[config.mk]
export PLATFORM = sky130hd
export DESIGN_NAME = viterbi_frame_ctrl
export DESIGN_NICKNAME = d
export VERILOG_FILES = /design/src/rtl/viterbi_frame_ctrl.sv
export SDC_FILE = /design/constraint.sdc
export NUM_CORES = 1
export LEC_CHECK = 0
export CORE_ASPECT_RATIO = 0.9
export CORE_MARGIN = 2
export CORE_UTILIZATION = 35
export CTS_CLUSTER_SIZE = 16
export DETAILED_ROUTE_END_ITERATION = 10
export GPL_TIMING_DRIVEN = 0
export PLACE_DENSITY = 0.63
export SYNTH_ARGS = -nofsm -noshare
export SYNTH_HDL_FRONTEND = slang
export SYNTH_SLANG_ARGS = --single-unit
[constraint.sdc]
create_clock -name CLK -period 6.06 [get_ports CLK]
set_input_delay 0.606 -clock CLK [delete_from_list [all_inputs] [get_ports CLK]]
set_output_delay 0.606 -clock CLK [all_outputs]
set_load 0.01 [all_outputs]
[src/rtl/viterbi_frame_ctrl.sv]
// ---------------------------------------------------------------------------
// viterbi_frame_ctrl
//   Frame sequencer for the Viterbi decoder datapath. Collects FRAME_LEN soft
//   samples from an upstream valid/ready stream, holds them on dp_r, fires a
//   one-cycle dp_start, waits DP_LATENCY cycles for the trellis/final stages,
//   then captures the decoded codeword and path metric and offers them
//   downstream under a valid/ready handshake.
//
// Ports
//   CLK, RST_N        clock (rising edge), asynchronous active-low reset
//   in_sample/valid/last/ready   upstream sample stream (ready only in LOAD)
//   dp_r              frame samples, r1 in the lowest SAMPLE_W bits
//   dp_start          one-cycle datapath launch strobe
//   dp_codeword/metric datapath results, sampled DP_LATENCY cycles after start
//   out_codeword/metric/valid/ready   captured result and downstream handshake
//   busy              high while a frame is being processed (RUN/WAIT/HOLD)
//   frame_err         registered one-cycle pulse on a framing error
//   frame_cnt         completed output handshakes, wraps at 16 bits
// ---------------------------------------------------------------------------
module viterbi_frame_ctrl #(
    parameter int SAMPLE_W   = 8,
    parameter int FRAME_LEN  = 8,
    parameter int DP_LATENCY = 6
) (
    input  logic                          CLK,
    input  logic                          RST_N,
    input  logic [SAMPLE_W-1:0]           in_sample,
    input  logic                          in_valid,
    input  logic                          in_last,
    output logic                          in_ready,
    output logic [FRAME_LEN*SAMPLE_W-1:0] dp_r,
    output logic                          dp_start,
    input  logic [7:0]                    dp_codeword,
    input  logic [SAMPLE_W-1:0]           dp_metric,
    output logic [7:0]                    out_codeword,
    output logic [SAMPLE_W-1:0]           out_metric,
    output logic                          out_valid,
    input  logic                          out_ready,
    output logic                          busy,
    output logic                          frame_err,
    output logic [15:0]                   frame_cnt
);

    localparam int IDX_W = (FRAME_LEN > 1) ? $clog2(FRAME_LEN) : 1;
    localparam logic [IDX_W-1:0] LAST_IDX = IDX_W'(FRAME_LEN - 1);
    localparam logic [7:0]       LAT_INIT = 8'(DP_LATENCY - 1);

    typedef enum logic [1:0] {
        S_LOAD,
        S_RUN,
        S_WAIT,
        S_HOLD
    } state_t;

    state_t           state;
    state_t           state_next;
    logic [IDX_W-1:0] idx;
    logic [7:0]       lat_cnt;
    logic             accept;
    logic             capture;
    logic             handshake;

    // State register
    always_ff @(posedge CLK or negedge RST_N) begin
        if (!RST_N) begin
            state <= S_LOAD;
        end else begin
            state <= state_next;
        end
    end

    // Next state and combinational outputs
    always_comb begin
        state_next = state;
        in_ready   = 1'b0;
        dp_start   = 1'b0;
        busy       = 1'b1;
        accept     = 1'b0;
        capture    = 1'b0;
        handshake  = 1'b0;
        case (state)
            S_LOAD: begin
                in_ready = 1'b1;
                busy     = 1'b0;
                accept   = in_valid;
                if (in_valid && (idx == LAST_IDX)) begin
                    state_next = S_RUN;
                end
            end
            S_RUN: begin
                dp_start   = 1'b1;
                state_next = S_WAIT;
            end
            S_WAIT: begin
                if (lat_cnt == '0) begin
                    capture    = 1'b1;
                    state_next = S_HOLD;
                end
            end
            S_HOLD: begin
                if (out_valid && out_ready) begin
                    handshake  = 1'b1;
                    state_next = S_LOAD;
                end
            end
            default: state_next = S_LOAD;
        endcase
    end

    // Sample buffer, latency counter, result capture and status
    always_ff @(posedge CLK or negedge RST_N) begin
        if (!RST_N) begin
            idx          <= '0;
            dp_r         <= '0;
            lat_cnt      <= '0;
            out_codeword <= '0;
            out_metric   <= '0;
            out_valid    <= 1'b0;
            frame_err    <= 1'b0;
            frame_cnt    <= '0;
        end else begin
            frame_err <= 1'b0;
            // Written every cycle so the count is always re-derived from its
            // current value.
            frame_cnt <= frame_cnt + 16'(handshake);

            if (accept) begin
                for (int unsigned i = 0; i < FRAME_LEN; i++) begin
                    if (idx == IDX_W'(i)) begin
                        dp_r[i*SAMPLE_W +: SAMPLE_W] <= in_sample;
                    end
                end
                if (idx == LAST_IDX) begin
                    // Full frame proceeds; a missing end marker is only flagged.
                    idx       <= '0;
                    frame_err <= !in_last;
                end else if (in_last) begin
                    // Short frame: discard and restart at slot 0.
                    idx       <= '0;
                    frame_err <= 1'b1;
                end else begin
                    idx <= idx + IDX_W'(1);
                end
            end

            if (state == S_RUN) begin
                lat_cnt <= LAT_INIT;
            end else if ((state == S_WAIT) && (lat_cnt != '0)) begin
                lat_cnt <= lat_cnt - 8'd1;
            end

            if (capture) begin
                out_codeword <= dp_codeword;
                out_metric   <= dp_metric;
                out_valid    <= 1'b1;
            end else if (handshake) begin
                out_valid <= 1'b0;
            end
        end
    end

endmodule

==> impl_metrics.json <==
{
  "yosysTopAreaCell": "dfrtp_1",
  "finalHoldViolCount": 0,
  "dr.pass1.iters": 4,
  "yosysMostFrequentCell": "dfrtp_1",
  "dieWidth_um": 125.4,
  "ir_drop_uv": 193.6,
  "met1_usage_pct": 20.76,
  "cts_buffer_depth": 2,
  "postCtsResizedCells": 0,
  "finalCritPeriodShare_pct": 43.23,
  "cts_tree": "done",
  "slew_headroom_pct": 40.97,
  "fin_worst_skew_ps": 7.437,
  "setup_viol": 0,
  "pin_count": 130,
  "combPwrFrac_pct": 37.7,
  "antenna_found_initial": 0,
  "crit_fanout": 10,
  "clock_latency_ps": 340,
  "route.antenna.remaining_nets": 0,
  "wire_per_inst_um": 16.67,
  "clock_sinks": 111,
  "slew_viol_final": 0,
  "maxCapViolCount": 0,
  "ys_seq_area_share_pct": 59.87,
  "synthFlopType": "dfrtp_1",
  "hold_class": "primary input to asynchronous set/reset pin",
  "synthCells": 331,
  "synth_top_area_share_pct": 59.87,
  "synth_fp_nets": 376,
  "internal_power_mw": 1.857,
  "final.min_clock_period_ps": 2620,
  "synth_cell_type_count": 39,
  "switching_power_mw": 0.8021,
  "cts_made_buffers": 9,
  "swShare_pct": 30.16,
  "whs_ps": 396.2,
  "clock-root-buffer": "clkbuf_16",
  "p_per_area_nw_per_um2": 414.1,
  "grtUsageMet2_pct": 24.71,
  "avgSynthCellArea_sq_um": 14.02,
  "grtUsageTotal_pct": 15.59,
  "gp_congestion": 0.7489,
  "rows": 39,
  "outcome": "completed",
  "start_kind": "flip-flop",
  "p_clk_share_pct": 21.4,
  "rsz0062_at_grt": "no",
  "vias_per_cell": 4.901,
  "busiest_layer": "met2",
  "pwr-share-seq_pct": 40.8,
  "max_freq_mhz": 381.7,
  "p_leak_nw": 2.909,
  "initial_core_util_pct": 36.15,
  "yosys_warnings": 0,
  "io_buffers": 128,
  "wl_um": 10630,
  "synth-edff-count": 0,
  "dp_hpwl_um": 7511,
  "finalNetCount": 516,
  "vias": 3127,
  "dr.first_iter.drc_count": 130,
  "die-area_sq_um": 14190,
  "worstSetupPathType": "flip-flop to primary output",
  "h-tree-depth": 3,
  "rrSetupSlack_ps": 3650,
  "diodes": 0,
  "die_y_um": 113.2,
  "arrival_ps": 2010,
  "worst_slew_pin_slew_ps": 885.4,
  "synth-seq-cells": 111,
  "cp.required_ps": 5450,
  "grt_max_degree": 70,
  "core_area_sq_um": 12830,
  "grt_pass1_wl_um": 17560,
  "grt_overflow": 0,
  "synth-async-reset-ratio_pct": 100.0,
  "drc_errors": 0,
  "cts_setup_buffers": 0,
  "syn2layout_area_growth_pct": 38.40,
  "ctsHoldBuffers": 0,
  "drive_above_1_share_pct": 22.15,
  "endpoint_kind": "primary output",
  "timing.setup.tns_ps": 0,
  "grt_pass1_vias": 3309,
  "gr-usage-met3_pct": 4.634,
  "ys_top_cells_by_count": "dfrtp_1, mux2_2, ha_1",
  "synth.area.top_cells": "dfrtp_1, mux2_2, ha_1",
  "cts.clk_slew.worst_paths_ps": 70,
  "syn_area_sq_um": 4639
}
stage by stage:
stage | area [sq um] | setup slack [ps] | total power, mW | std cells | util, %
after floorplan | 4639 | 4127 | 1.563 | 331 | -
after global routing | 6421 | 3316 | 2.827 | 638 | 50.03
after detailed placement | 6143 | 3586 | 2.113 | 624 | 47.87
final | 6421 | 3440 | 2.659 | 638 | 50.03
after CTS | 6421 | 3431 | 2.701 | 638 | 50.03
after global placement | 6126 | 76.09 | 2.082 | 623 | 47.73
cell type report:
class	instances	area [sq um]
Fill cell	1138	6412
Sequential cell	111	2778
Multi-Input combinational cell	200	1778
Timing Repair Buffer	129	1299
Clock buffer	10	229.0
Tap cell	164	205.2
Clock inverter	4	48.80
Inverter	13	48.80
Buffer	7	35.03
cells by family (layout without fill, tap and decap cells):
| logic type | Yosys count | count (layout) | synth area share [%] |
|---|---|---|---|
| AND/OR/NAND/NOR | 62 | 62 | 7.713 |
| XOR/XNOR | 15 | 15 | 2.832 |
| adder cells (fa/ha/maj) | 16 | 16 | 4.315 |
| buffers and inverters | 20 | 163 | 1.807 |
| multiplexers | 82 | 82 | 19.88 |
| flip-flops | 111 | 111 | 59.87 |
| AO/OA/AOI/OAI | 25 | 25 | 3.587 |
registers in the layout, indices dropped and copies added (netlist names):
signal        cells
out_valid         1
out_codeword      8
lat_cnt           8
state             2
frame_err         1
out_metric        8
idx               3
dp_r             64
frame_cnt        16
cells in the final DEF, fill, tap and decap left out, types with 7 or more instances in the layout:
cell,netlist,routed
ha_1,16,16
nand2_1,9,9
clkdlybuf4s50_1,0,127
nor2_1,9,9
dfrtp_1,111,111
xnor2_1,7,7
o21ai_0,7,7
nand3_1,12,12
mux2_2,81,81
inv_1,13,13
clkbuf_16,0,9
nand4_1,8,8
xor2_1,8,8
power by group through the flow:
| stage | clock [mW] | sequential [mW] | combinational [mW] |
|---|---|---|---|
| final | 0.570 | 1.09 | 1.00 |
| after global routing | 0.623 | 1.12 | 1.09 |
| after CTS | 0.595 | 1.09 | 1.02 |
| after detailed placement | 0 | 1.10 | 1.01 |
| after global placement | 0 | 1.09 | 0.990 |
| after floorplan | 0 | 1.17 | 0.390 |
worst max-delay path: stages, from the launching register on:
cell	delay, ps
dfrtp_1	420
inv_1	150
ha_1	180
clkbuf_1	370
inv_1	80
clkdlybuf4s50_1	490
metal layers:
layer  share of wire, %  vias to the layer above
li1                   -                     1456
met1                 46                     1569
met2                 46                       89
met3                5.9                       13
met4                1.5                        0
met5                  0                        -
path summary, 6_finish.rpt:
path / depth (start not counted) / from / end
worst max-delay path: 5 / state[1] / busy
worst min-delay path: 1 / RST_N / out_codeword[7]
worst max register to register: 6 / state[1] / dp_r[16]
worst min register to register: 1 / frame_cnt[15] / frame_cnt[15]
max in group asynchronous: 2 / RST_N / dp_r[55]
min in group CLK: 1 / frame_cnt[15] / frame_cnt[15]
(Power assumes the default switching activity.)
